<file path="config.mk">
export PLATFORM = sky130hd
export DESIGN_NAME = bus_cycle_responder_flat
export DESIGN_NICKNAME = d
export VERILOG_FILES = /design/src/rtl/bus_cycle_responder_if.sv /design/src/rtl/bus_cycle_responder.sv /design/src/flat_wrapper.sv
export SDC_FILE = /design/constraint.sdc
export NUM_CORES = 1
export LEC_CHECK = 0
export BUFFER_PORTS_ARGS = -buffer_cell sky130_fd_sc_hd__buf_4
export CORE_MARGIN = 3
export CORE_UTILIZATION = 25
export DETAILED_ROUTE_END_ITERATION = 10
export PLACE_DENSITY_LB_ADDON = 0.08
export SYNTH_ARGS = -nofsm -noshare
export SYNTH_HDL_FRONTEND = slang
export SYNTH_SLANG_ARGS = --single-unit
</file>
<file path="constraint.sdc">
create_clock -name clock -period 2.35 [get_ports clock]
set_clock_uncertainty 0.15 [all_clocks]
set_input_delay 0.1175 -clock clock [delete_from_list [all_inputs] [get_ports clock]]
set_output_delay 0.1175 -clock clock [all_outputs]
set_load 0.03 [all_outputs]
</file>
<file path="src/rtl/bus_cycle_responder_if.sv">
// Bus-cycle handshake between the CPU-side decoder (master) and the cycle responder (slave).
interface bus_cycle_responder_if;
    logic       as;
    logic [1:0] port_width;
    logic       device_null;
    logic       int_ack;
    logic       use_device_ack;
    logic       device_ack;
    logic [1:0] dsack;
    logic       berr;
    logic       avec;
    logic       cycle_active;

    modport master (
        output as, port_width, device_null, int_ack, use_device_ack, device_ack,
        input  dsack, berr, avec, cycle_active
    );

    modport slave (
        input  as, port_width, device_null, int_ack, use_device_ack, device_ack,
        output dsack, berr, avec, cycle_active
    );
endinterface

</file>
<file path="src/rtl/bus_cycle_responder.sv">
// Terminates CPU bus cycles: sized DSACK after programmable wait states or device ready,
// bus error on null decode or timeout, autovector on interrupt acknowledge.
module bus_cycle_responder #(
    parameter int unsigned WAIT_STATES  = 2,
    parameter int unsigned BERR_TIMEOUT = 16
) (
    input  logic                 clock,
    input  logic                 reset_n,
    bus_cycle_responder_if.slave bus
);

    localparam int unsigned WAIT_W = (WAIT_STATES < 1) ? 1 : $clog2(WAIT_STATES + 1);
    localparam int unsigned TMO_W  = $clog2(BERR_TIMEOUT + 2);

    typedef enum logic [1:0] {
        ST_IDLE = 2'd0,
        ST_WAIT = 2'd1,
        ST_HOLD = 2'd2
    } state_t;

    state_t            state_q, state_n;
    logic [WAIT_W-1:0] wait_cnt_q, wait_cnt_n;
    logic [TMO_W-1:0]  tmo_cnt_q, tmo_cnt_n;
    logic [1:0]        cap_width_q, cap_width_n;
    logic              cap_dev_ack_q, cap_dev_ack_n;
    logic [1:0]        dsack_q, dsack_n;
    logic              berr_q, berr_n;
    logic              avec_q, avec_n;
    logic              active_q, active_n;

    logic              ack_ok;
    logic              timeout_hit;

    // Timeout counter holds clocks elapsed since the start edge, so berr lands on edge N+BERR_TIMEOUT.
    always_comb begin
        ack_ok      = (wait_cnt_q == WAIT_W'(0)) && (!cap_dev_ack_q || bus.device_ack);
        timeout_hit = (tmo_cnt_q >= TMO_W'(BERR_TIMEOUT));
    end

    // Next-state and next-output decode.
    always_comb begin
        state_n       = state_q;
        wait_cnt_n    = wait_cnt_q;
        tmo_cnt_n     = tmo_cnt_q;
        cap_width_n   = cap_width_q;
        cap_dev_ack_n = cap_dev_ack_q;
        dsack_n       = dsack_q;
        berr_n        = berr_q;
        avec_n        = avec_q;

        unique case (state_q)
            ST_IDLE: begin
                dsack_n = 2'b00;
                berr_n  = 1'b0;
                avec_n  = 1'b0;
                if (bus.as) begin
                    if (bus.int_ack) begin
                        avec_n  = 1'b1;
                        state_n = ST_HOLD;
                    end else if ((bus.port_width == 2'b00) || bus.device_null) begin
                        berr_n  = 1'b1;
                        state_n = ST_HOLD;
                    end else begin
                        wait_cnt_n    = WAIT_W'(WAIT_STATES);
                        tmo_cnt_n     = TMO_W'(1);
                        cap_width_n   = bus.port_width;
                        cap_dev_ack_n = bus.use_device_ack;
                        state_n       = ST_WAIT;
                    end
                end
            end

            ST_WAIT: begin
                if (!bus.as) begin
                    // Aborted cycle: nothing has been driven yet, just fall back.
                    dsack_n = 2'b00;
                    berr_n  = 1'b0;
                    avec_n  = 1'b0;
                    state_n = ST_IDLE;
                end else begin
                    if (wait_cnt_q != WAIT_W'(0)) begin
                        wait_cnt_n = wait_cnt_q - WAIT_W'(1);
                    end
                    if (!timeout_hit) begin
                        tmo_cnt_n = tmo_cnt_q + TMO_W'(1);
                    end
                    // Acknowledge has priority over a coincident timeout.
                    if (ack_ok) begin
                        dsack_n = cap_width_q;
                        state_n = ST_HOLD;
                    end else if (timeout_hit) begin
                        berr_n  = 1'b1;
                        state_n = ST_HOLD;
                    end
                end
            end

            ST_HOLD: begin
                if (!bus.as) begin
                    dsack_n = 2'b00;
                    berr_n  = 1'b0;
                    avec_n  = 1'b0;
                    state_n = ST_IDLE;
                end
            end

            default: begin
                dsack_n = 2'b00;
                berr_n  = 1'b0;
                avec_n  = 1'b0;
                state_n = ST_IDLE;
            end
        endcase

        active_n = (state_n != ST_IDLE);
    end

    // State, counters, captured attributes and registered outputs.
    always_ff @(posedge clock or negedge reset_n) begin
        if (!reset_n) begin
            state_q       <= ST_IDLE;
            wait_cnt_q    <= '0;
            tmo_cnt_q     <= '0;
            cap_width_q   <= 2'b00;
            cap_dev_ack_q <= 1'b0;
            dsack_q       <= 2'b00;
            berr_q        <= 1'b0;
            avec_q        <= 1'b0;
            active_q      <= 1'b0;
        end else begin
            state_q       <= state_n;
            wait_cnt_q    <= wait_cnt_n;
            tmo_cnt_q     <= tmo_cnt_n;
            cap_width_q   <= cap_width_n;
            cap_dev_ack_q <= cap_dev_ack_n;
            dsack_q       <= dsack_n;
            berr_q        <= berr_n;
            avec_q        <= avec_n;
            active_q      <= active_n;
        end
    end

    assign bus.dsack        = dsack_q;
    assign bus.berr         = berr_q;
    assign bus.avec         = avec_q;
    assign bus.cycle_active = active_q;

endmodule

</file>
<file path="src/flat_wrapper.sv">
// flat-port wrapper written by rule: the top's interface ports become plain ports
module bus_cycle_responder_flat 
#(
    parameter int unsigned WAIT_STATES  = 2,
    parameter int unsigned BERR_TIMEOUT = 16
)
  (clock, reset_n, bus_as, bus_port_width, bus_device_null, bus_int_ack, bus_use_device_ack, bus_device_ack, bus_dsack, bus_berr, bus_avec, bus_cycle_active);
  bus_cycle_responder_if bus_i ();
  input  logic clock;
  input  logic reset_n;
  input wire logic [$bits(bus_i.as)-1:0] bus_as;
  input wire logic [$bits(bus_i.port_width)-1:0] bus_port_width;
  input wire logic [$bits(bus_i.device_null)-1:0] bus_device_null;
  input wire logic [$bits(bus_i.int_ack)-1:0] bus_int_ack;
  input wire logic [$bits(bus_i.use_device_ack)-1:0] bus_use_device_ack;
  input wire logic [$bits(bus_i.device_ack)-1:0] bus_device_ack;
  output wire logic [$bits(bus_i.dsack)-1:0] bus_dsack;
  output wire logic [$bits(bus_i.berr)-1:0] bus_berr;
  output wire logic [$bits(bus_i.avec)-1:0] bus_avec;
  output wire logic [$bits(bus_i.cycle_active)-1:0] bus_cycle_active;
  assign bus_i.as = bus_as;
  assign bus_i.port_width = bus_port_width;
  assign bus_i.device_null = bus_device_null;
  assign bus_i.int_ack = bus_int_ack;
  assign bus_i.use_device_ack = bus_use_device_ack;
  assign bus_i.device_ack = bus_device_ack;
  assign bus_dsack = bus_i.dsack;
  assign bus_berr = bus_i.berr;
  assign bus_avec = bus_i.avec;
  assign bus_cycle_active = bus_i.cycle_active;
  bus_cycle_responder #(.WAIT_STATES(WAIT_STATES), .BERR_TIMEOUT(BERR_TIMEOUT)) u_core (.clock(clock), .reset_n(reset_n), .bus(bus_i));
endmodule
</file>
==> results of run 1 <==
## through the flow
| step | util (%) | setup WS [ns] | hold slack (ns) | instances |
|---|---|---|---|---|
| 6_report | 33.03 | 0.4274 | 0.04363 | 174 |
| 5_1_grt | 33.03 | 0.2774 | 0.05838 | 174 |
| 4_1_cts | 33.03 | 0.4117 | 0.03943 | 174 |
| 3_5_place_dp | 30.80 | 0.4295 | -0.1453 | 166 |
| 3_3_place_gp | 30.80 | 0.4815 | -0.1404 | 166 |
| 2_1_floorplan | - | 0.5448 | -0.3281 | 108 |
## state kept, by name, summed over array words and instances, names as in the netlist
signal	cells
u_core.bus.avec	1
u_core.tmo_cnt_q	5
u_core.cap_width_q	2
u_core.state_q	2
u_core.wait_cnt_q	2
u_core.bus.dsack	2
u_core.bus.berr	1
u_core.cap_dev_ack_q	1
u_core.bus.cycle_active	1
## routing by layer
layer	GRT usage [%]	part of all wire, %	vias to the layer above
li1	-	-	422
met3	3.165	3.2	2
met4	3.191	0.81	0
met2	17.73	46	10
met5	0	0	-
met1	13.66	50	407
## synth_stat cells
cell type  number  share of area [%]
a211oi_1        1               0.73
a21boi_0        4                2.9
a21o_1          2                1.5
a21oi_1         4                1.9
a31o_2          1               0.85
a31oi_1         2                1.2
and2_1          2                1.2
and2b_1         1               0.73
and3_1          1               0.61
and4b_1         2                1.9
buf_2           1               0.49
clkbuf_1        3                1.1
dfrtp_1        17                 41
ha_1            7                8.5
inv_1           8                2.9
mux2_2          2                2.2
mux2_4          3                4.4
nand2_1         9                3.3
nand2b_1        2                1.2
nand3_1         5                2.4
nand3b_1        2                1.5
nand4_1         2                1.2
nor2_1          3                1.1
nor2b_1         2                1.2
o211a_1         2                1.9
o211ai_1        2                1.5
o21a_1          1               0.73
o21ai_0         8                3.9
o21ai_1         2               0.97
o21bai_1        1               0.73
o22ai_1         2                1.2
o31ai_1         2                1.5
or2_1           1               0.61
or2_2           1               0.61
## cell families (layout without fill, tap and decap cells)
family	after synthesis	after routing	share of synthesized area, %
compound gates	34	34	21.51
simple gates	33	33	17.62
buf+inv	12	30	4.495
fa+ha+maj	7	7	8.505
mux	5	5	6.561
flops	17	17	41.31
## repair_timing
| item | 4_1_cts | 5_1_grt |
|---|---|---|
| buffers inserted | 0 | 0 |
| hold buffers | 4 | 0 |
| endpoints found under the hold margin | 20 | 0 |
## power breakdown
group          switching, mW  total [mW]  internal (mW)
Sequential            0.0707       0.459          0.388
Combinational          0.321       0.580          0.258
Clock                  0.103       0.224          0.120
Total                  0.495        1.26          0.767
## area by class of cell
class / count / area [um2]
clock buffer: 4 / 45.04
inverter: 8 / 30.03
multi-input combinational: 79 / 558.0
tap: 48 / 60.06
sequential: 17 / 425.4
fill: 393 / 2562
timing repair buffer: 18 / 145.1
## worst paths after layout
check	end	cells after the start	slack [ns]
min in group asynchronous	u_core.bus.dsack[0]	2	0.12
min reg2reg	u_core.tmo_cnt_q[3]	1	0.36
max	u_core.cap_dev_ack_q	6	0.43
max reg2reg	u_core.cap_dev_ack_q	6	0.43
min	u_core.bus.berr	2	0.04
max in group asynchronous	u_core.bus.avec	2	1.74
==> impl_metrics.env, run 1 <==
export IMPL_worstSetupEndpointType="flop"
export IMPL_grt_ovfl_total=0
export IMPL_numCtsBuffers=3
export IMPL_netlist_area_um2=1030
export IMPL_antenna_found_initial=0
export IMPL_p_per_area_nw_per_um2=998.7
export IMPL_rsz0062_at_grt="no"
export IMPL_drt_pass1_iter_count=4
export IMPL_setup_viol=0
export IMPL_initial_core_util_pct=26.91
export IMPL_gp_congestion=0.7671
export IMPL_rows=22
export IMPL_htree_num_levels=1
export IMPL_crit_path_start="u_core.state_q[0]"
export IMPL_area_growth_pct=22.72
export IMPL_slowest_delay_ns=0.41
export IMPL_clock_sinks=17
export IMPL_period_needed_ns=1.923
export IMPL_critPathArrivalTime_ns=1.91
export IMPL_drc=0
export IMPL_crit_required_ns=2.34
export IMPL_critPathBufInv=1
export IMPL_first_iter_violations=40
export IMPL_core_area_um2=3826
export IMPL_via_per_inst=4.833
export IMPL_cts_tree="done"
export IMPL_grt_pass1_wl_um=4257
export IMPL_ant_nets=0
export IMPL_power_mw=1.262
export IMPL_ys_seq_area_share_pct=41.31
export IMPL_drv_cap=0
export IMPL_hold_violations=0
export IMPL_final_cell_mix="17 x dfrtp_1, 14 x buf_4, 9 x nand2_1, 8 x inv_1, 8 x o21ai_0"
export IMPL_n_antenna_cell=0
export IMPL_ys_warn_count=0
export IMPL_grt_pass1_vias=890
export IMPL_hp_class="input pin to flop"
export IMPL_worst_pin_slew_ns=0.4274
export IMPL_num_vias=841
export IMPL_grt_start_max_net_pins=18
export IMPL_timing_fmax_mhz=520.1
export IMPL_wl_per_cell_um=13.45
export IMPL_fp_dieH_um=70.18
export IMPL_ys_seq_elements=17
export IMPL_cp_cell_sequence="inv_1, ha_1, and2b_1, nand2_1, or2_1, mux2_4"
export IMPL_cp_start_kind="flop"
export IMPL_totalWireLength_um=2340
export IMPL_synth_cell_types=34
export IMPL_r2r_start="u_core.state_q[0]"
export IMPL_clockRootBuffer="clkbuf_8"
export IMPL_setup_tns_ns=0
export IMPL_die_area_um2=4925
export IMPL_cpMaxStageDelayCell="dfrtp_1"
export IMPL_synthCells=108
export IMPL_grt_usage_pct=10.81
export IMPL_place_area_um2=1179
export IMPL_avgSynthCellArea_um2=9.535
export IMPL_hpwl_um=1703
export IMPL_critPathTopFamily="simple AND/OR/NAND/NOR gates"
export IMPL_final_common_cell="dfrtp_1"
export IMPL_num_io_pins=14
export IMPL_clk_pin_slew_ns=0.07
export IMPL_worstPathMaxFanout=9
export IMPL_io_buffers=13
export IMPL_leakagePower_nw=0.5801
export IMPL_status="complete, no violations"
export IMPL_critPathKind="flop to flop"
export IMPL_clock_path_buffers=2
export IMPL_nNetsFinal=143
export IMPL_die_x_um=70.18
export IMPL_drv_slew=0
export IMPL_design_area_um2=1264
export IMPL_peakVddDrop_uv=394.7
export IMPL_drive_gt1_share_pct=19.05
export IMPL_max_slew_margin_rel_pct=71.32
export IMPL_clock_latency_ns=0.25
export IMPL_syn_nets=124
export IMPL_min_from="bus_as"
export IMPL_period_share_pct=81.81
export IMPL_cts_resized=0
(Power assumes the default switching activity.)
==> inputs of run 2 (changes only) <==
--- a/config.mk
+++ b/config.mk
@@ -5,6 +5,7 @@
 export SDC_FILE = /design/constraint.sdc
 export NUM_CORES = 1
 export LEC_CHECK = 0
+export ABC_AREA = 1
 export BUFFER_PORTS_ARGS = -buffer_cell sky130_fd_sc_hd__buf_4
 export CORE_MARGIN = 3
 export CORE_UTILIZATION = 25
==> constraint.sdc (replaced) <==
create_clock -name clock -period 1.96 [get_ports clock]
set_clock_uncertainty 0.15 [all_clocks]
set_input_delay 0.098 -clock clock [delete_from_list [all_inputs] [get_ports clock]]
set_output_delay 0.098 -clock clock [all_outputs]
set_load 0.03 [all_outputs]
==> run 2 against run 1 <==
Compared with the run above:
- die area grew 5.5%
- global-route usage shrank 0.28 points
- critical path type unchanged
- power is 20% higher
- first-iteration DRC count decreased by 33%
- non-clock buffer count is 3 higher
- highest routed layer unchanged
- critical endpoint is now u_core.tmo_cnt_q[4]
- via count grew 9.2%
- area after synthesis is 6.1% higher
==> impl_metrics.env, run 2 <==
export IMPL_r2r_end="u_core.tmo_cnt_q[4]"
export IMPL_antenna_found_initial=0
export IMPL_critPathKind="flop to flop"
export IMPL_die_area_um2=5198
export IMPL_yosys_top_cells_area="dfrtp_1 39%, nand2_1 19%, ha_1 8.0%, inv_1 6.2%, nand2_2 4.6%"
export IMPL_gp_congestion=0.7506
export IMPL_ys_seq_elements=17
export IMPL_synth_top_area_share_pct=38.95
export IMPL_ys_flop_type="dfrtp_1"
export IMPL_timing_fmax_mhz=604.3
export IMPL_cp_cell_sequence="inv_1, ha_1, nand2_1, nand3_2, nand3b_4, nand2_1, nand2_1"
export IMPL_cp_start_kind="flop"
export IMPL_rsz0062_at_grt="no"
export IMPL_postCtsHoldBufs=7
export IMPL_cts_resized=0
export IMPL_first_iter_violations=27
export IMPL_largest_reg_flops=5
export IMPL_worst_pin_slew_ns=0.2518
export IMPL_slowest_delay_ns=0.41
export IMPL_numCtsBuffers=3
export IMPL_clk_pin_slew_ns=0.07
export IMPL_hpwl_um=1853
export IMPL_fp_dieH_um=72.10
export IMPL_grt_ovfl_total=0
export IMPL_synth_top_area_cell="dfrtp_1"
export IMPL_hold_violations=0
export IMPL_setup_viol=0
export IMPL_met2WireLength_um=1042
export IMPL_drc=0
export IMPL_status="complete, no violations"
export IMPL_rrSetupSlack_ns=0.31
export IMPL_grt_pass1_vias=909
export IMPL_drv_slew=0
export IMPL_ant_nets=0
export IMPL_seq_area_um2=425.4
export IMPL_drv_cap=0
export IMPL_largest_register="u_core.tmo_cnt_q"
export IMPL_num_vias=918
export IMPL_clockRootBuffer="clkbuf_8"
export IMPL_drive_gt1_share_pct=22.35
export IMPL_die_x_um=72.10
export IMPL_num_io_pins=14
export IMPL_max_slew_margin_rel_pct=83.21
export IMPL_avgSynthCellArea_um2=7.481
export IMPL_ys_seq_area_share_pct=38.95
export IMPL_p_per_area_nw_per_um2=1108
export IMPL_synthTopCellsByCount="55 x nand2_1, 18 x inv_1, 17 x dfrtp_1"
export IMPL_cpMostUsedCell="nand2_1"
export IMPL_netlist_area_um2=1092
export IMPL_initial_core_util_pct=26.54
export IMPL_hp_class="input pin to async pin"
export IMPL_synth_cell_types=20
export IMPL_synth_edff_count=0
export IMPL_fillers=452
export IMPL_grt_usage_pct=10.53
export IMPL_setup_tns_ns=0
export IMPL_grt_pass1_wl_um=4264
export IMPL_core_area_um2=4115
export IMPL_critPathBufInv=1
export IMPL_area_growth_pct=24.86
export IMPL_synthCells=146
export IMPL_wl_per_cell_um=10.74
export IMPL_async_flop_share_pct=100.0
export IMPL_post_cts_setup_buffer_count=0
export IMPL_critPathArrivalTime_ns=1.65
export IMPL_n_antenna_cell=0
export IMPL_period_needed_ns=1.655
export IMPL_final_common_cell="nand2_1"
export IMPL_clock_sinks=17
export IMPL_worstPathMaxFanout=5
export IMPL_leakagePower_nw=0.7482
export IMPL_clock_latency_ns=0.25
export IMPL_htree_num_levels=1
export IMPL_nNetsFinal=187
export IMPL_worstSetupPathDepth=7
export IMPL_totalWireLength_um=2362
export IMPL_cts_tree="done"
export IMPL_design_area_um2=1364
export IMPL_synth_most_common_cell="nand2_1"
export IMPL_ys_warn_count=0
export IMPL_clock_path_buffers=2
export IMPL_via_per_inst=4.173
export IMPL_crit_required_ns=1.96
export IMPL_multiInputGateArea_um2=569.3
export IMPL_worstSetupEndpointType="flop"
export IMPL_peakVddDrop_uv=387.3
export IMPL_top_layer="met4"
export IMPL_place_area_um2=1249
export IMPL_critPathTopFamily="simple AND/OR/NAND/NOR gates"
export IMPL_wl_met1_um=1231
export IMPL_fin_cells=220
export IMPL_grt_start_max_net_pins=18
export IMPL_rows=23
export IMPL_period_share_pct=84.43
export IMPL_io_buffers=13
export IMPL_syn_nets=162
export IMPL_r2r_start="u_core.state_q[0]"
export IMPL_final_cell_mix="55 x nand2_1, 18 x inv_1, 17 x dfrtp_1, 14 x buf_4"
export IMPL_power_mw=1.512
export IMPL_drt_pass1_iter_count=4
export IMPL_cpMaxStageDelayCell="dfrtp_1"
export IMPL_dr_wl_met3_um=63
export IMPL_dp_cells=209
export IMPL_reg2reg_depth=7
==> run 2: changes by cell type after synthesis, sizes merged, moves of 4 or more <==
cell	previous run	this run
inv	8	23
mux2	5	0
nand2	9	64
a21boi	4	0
o21ai	10	6
nor2	3	10
nand3	5	10
==> run 2: worst max-delay path by stage <==
stage	start	to
floorplan	u_core.state_q[0]	u_core.tmo_cnt_q[4]
global placement	u_core.state_q[0]	u_core.tmo_cnt_q[4]
detailed placement	u_core.state_q[0]	u_core.tmo_cnt_q[4]
CTS	u_core.state_q[0]	u_core.tmo_cnt_q[4]
global route	u_core.state_q[0]	u_core.tmo_cnt_q[2]
finish	u_core.state_q[0]	u_core.tmo_cnt_q[4]
==> run 2: stage by stage <==
step / utilization, % / setup slack, ns / hold slack [ns]
after floorplan: - / 0.4656 / -0.3476
after global placement: 30.34 / 0.2600 / -0.1643
after detailed placement: 30.34 / 0.2741 / -0.1619
after CTS: 33.14 / 0.2649 / 0.1075
after global routing: 33.14 / 0.1369 / 0.1374
final: 33.14 / 0.3051 / 0.1059
==> run 2: layer usage <==
layer	vias to the layer above	track usage [%]
li1	493	-
met1	412	14.80
met2	9	16.28
met3	4	2.078
met4	0	3.132
met5	-	0
==> run 2: cells by family after synthesis <==
kind of cell	Yosys count	synth area share, %
AOI/OAI and AO/OA	9	4.352
adders and majority gates	7	8.018
buffers and inverters	24	8.934
DFF	17	38.95
and+or+nand+nor	89	39.75
==> run 2: area by class of cell <==
class / instances / area share, %
Tap cell: 50 / 4.587
Timing Repair Buffer: 21 / 12.84
Sequential cell: 17 / 31.19
Clock buffer: 4 / 3.303
Multi-Input combinational cell: 105 / 41.74
Inverter: 23 / 6.330
==> run 2: worst register-to-register path: cells and delay by family, from the launching register on <==
kind          cells  cell delay [ns]
fa+ha+maj         1             0.29
simple gates      5             0.61
buf+inv           1             0.10
flops             1             0.41
==> run 2: report_power, final <==
part / switching (mW) / internal [mW] / total [mW]
Combinational: 0.438 / 0.268 / 0.707
Clock: 0.126 / 0.144 / 0.270
Sequential: 0.0776 / 0.457 / 0.535
==> inputs of run 3 (changes only) <==
==> constraint.sdc (replaced) <==
create_clock -name clock -period 1.48 [get_ports clock]
set_clock_uncertainty 0.15 [all_clocks]
set_input_delay 0.074 -clock clock [delete_from_list [all_inputs] [get_ports clock]]
set_output_delay 0.074 -clock clock [all_outputs]
set_load 0.03 [all_outputs]
==> run 3 against run 2 <==
Compared with the run above:
- the flow now finishes with violations (setup timing)
- combinational power grew 73%
- utilization grew 3.8 points
- final cell count grew 3.6%
- count of clock-buffer cells in the layout is the same
- worst setup slack lost 0.31 ns
- sequential power grew 31%
- maximum frequency grew 12%
- critical path depth grew 1
- non-clock buffer count grew 8
- critical path type unchanged
- highest routed layer unchanged
==> impl_metrics.env, run 3 (synthesis gave the netlist of run 2 again) <==
export IMPL_status="finished, violations left"
export IMPL_violations="setup timing"
export IMPL_drc=0
export IMPL_final_common_cell="nand2_1"
export IMPL_gp_congestion=0.7688
export IMPL_area_growth_pct=39.06
export IMPL_rsz0062_at_grt="yes"
export IMPL_grt_ovfl_total=0
export IMPL_fillers=444
export IMPL_period_needed_ns=1.482
export IMPL_largest_register="u_core.tmo_cnt_q"
export IMPL_dp_cells=217
export IMPL_htree_num_levels=1
export IMPL_cp_start_kind="flop"
export IMPL_grt_pass1_wl_um=4278
export IMPL_worstSetupEndpointType="flop"
export IMPL_final_cell_mix="51 x nand2_1, 22 x buf_4, 16 x dfrtp_1, 15 x inv_1, 8 x nor2_1"
export IMPL_peakVddDrop_uv=779.3
export IMPL_n_antenna_cell=0
export IMPL_die_x_um=72.10
export IMPL_timing_fmax_mhz=674.6
export IMPL_antenna_found_initial=0
export IMPL_via_per_inst=4.136
export IMPL_clockRootBuffer="clkbuf_8"
export IMPL_ant_nets=0
export IMPL_grt_pass1_vias=969
export IMPL_grt_usage_pct=10.42
export IMPL_nNetsFinal=195
export IMPL_clk_pin_slew_ns=0.07
export IMPL_core_area_um2=4115
export IMPL_fp_dieH_um=72.10
export IMPL_drive_gt1_share_pct=33.71
export IMPL_numCtsBuffers=3
export IMPL_initial_core_util_pct=26.54
export IMPL_first_iter_violations=19
export IMPL_cts_tree="done"
export IMPL_hold_worst_slack_ns=0.01854
export IMPL_drv_cap=0
export IMPL_largest_reg_flops=5
export IMPL_max_slew_margin_rel_pct=83.83
export IMPL_drt_pass1_iter_count=4
export IMPL_final_setup_worst_slack_ns=-0.002253
export IMPL_fin_cells=228
export IMPL_p_per_area_nw_per_um2=1500
export IMPL_worstPathMaxFanout=5
export IMPL_rows=23
export IMPL_grt_start_max_net_pins=18
export IMPL_leakagePower_nw=0.8161
export IMPL_setup_viol=1
export IMPL_clock_path_buffers=2
export IMPL_hpwl_um=1892
export IMPL_totalWireLength_um=2461
export IMPL_crit_required_ns=1.52
export IMPL_hp_class="input pin to flop"
export IMPL_io_buffers=13
export IMPL_wl_per_cell_um=10.79
export IMPL_worst_pin_slew_ns=0.2425
export IMPL_hold_violations=0
export IMPL_num_io_pins=14
export IMPL_die_area_um2=5198
export IMPL_critPathArrivalTime_ns=1.53
export IMPL_clock_sinks=17
export IMPL_setup_tns_ns=-0.002253
export IMPL_num_vias=943
export IMPL_critPathKind="flop to flop"
export IMPL_clock_latency_ns=0.25
export IMPL_period_share_pct=100.2
export IMPL_drv_slew=0
## run 3: cell types whose count changed in the layout (fill, tap and decap cells not counted), moves of 2 or more
| cell | delta |
|---|---|
| inv_1 | -3 |
| inv_2 | +2 |
| nand2_4 | +5 |
| ha_4 | +3 |
| nand2_1 | -4 |
| buf_4 | +8 |
| ha_1 | -3 |
## run 3: worst paths after layout
path | to | startpoint | cells after the start | slack, ns
setup / recovery | u_core.tmo_cnt_q[3] | u_core.state_q[0] | 8 | -0.002
hold / removal | u_core.cap_dev_ack_q | bus_int_ack | 4 | 0.02
setup reg to reg | u_core.tmo_cnt_q[3] | u_core.state_q[0] | 8 | -0.002
hold reg to reg | u_core.wait_cnt_q[1] | u_core.wait_cnt_q[1] | 2 | 0.34
max in group asynchronous | u_core.state_q[0] | reset_n | 2 | 0.89
min in group asynchronous | u_core.bus.dsack[0] | reset_n | 2 | 0.07
## run 3: area by class of cell
type | count | area, um2 | area share [%]
Clock buffer | 4 | 45.04 | 2.965
Inverter | 23 | 88.84 | 5.848
Multi-Input combinational cell | 105 | 659.4 | 43.41
Sequential cell | 17 | 426.7 | 28.09
Tap cell | 50 | 62.56 | 4.119
Timing Repair Buffer | 29 | 236.5 | 15.57
## run 3: critical path, cell delays in order, from the launching register on
cell     delay, ns
dfrtp_2       0.44
inv_2         0.10
ha_4          0.20
nand2_2       0.08
nand2_4       0.10
nand2_4       0.06
nor2_4        0.14
nand2_1       0.08
nand2_1       0.05
## run 3: what timing repair did
action,4_1_cts,5_1_grt
setup buffers,1,0
hold endpoints to repair,21,0
pin swaps,11,3
setup endpoints to repair,12,17
hold buffers,6,0
gates resized for setup,17,7
## run 3: power breakdown
group | switching [mW] | internal [mW] | total [mW]
Combinational | 0.701 | 0.514 | 1.22
Sequential | 0.0965 | 0.607 | 0.703
Clock | 0.169 | 0.191 | 0.360
Total | 0.967 | 1.31 | 2.28
## run 3: layer usage
layer	track usage [%]	up-vias	part of all wire (%)
met4	3.132	0	0.73
li1	-	513	-
met2	16.28	13	44
met5	0	-	0
met3	2.078	4	2.6
met1	14.48	413	53
## run 3: per-stage QoR
stage / cell area, um2 / worst slack, ns / total power, mW / util, %
5_1_grt: 1519 / -0.04716 / 2.468 / 36.91
3_5_place_dp: 1311 / -0.02350 / 1.733 / 31.86
6_report: 1519 / -0.002253 / 2.279 / 36.91
4_1_cts: 1508 / -0.002534 / 2.281 / 36.64
3_3_place_gp: 1311 / -0.03593 / 1.723 / 31.86
2_1_floorplan: 1095 / 0.03906 / 1.415 / -
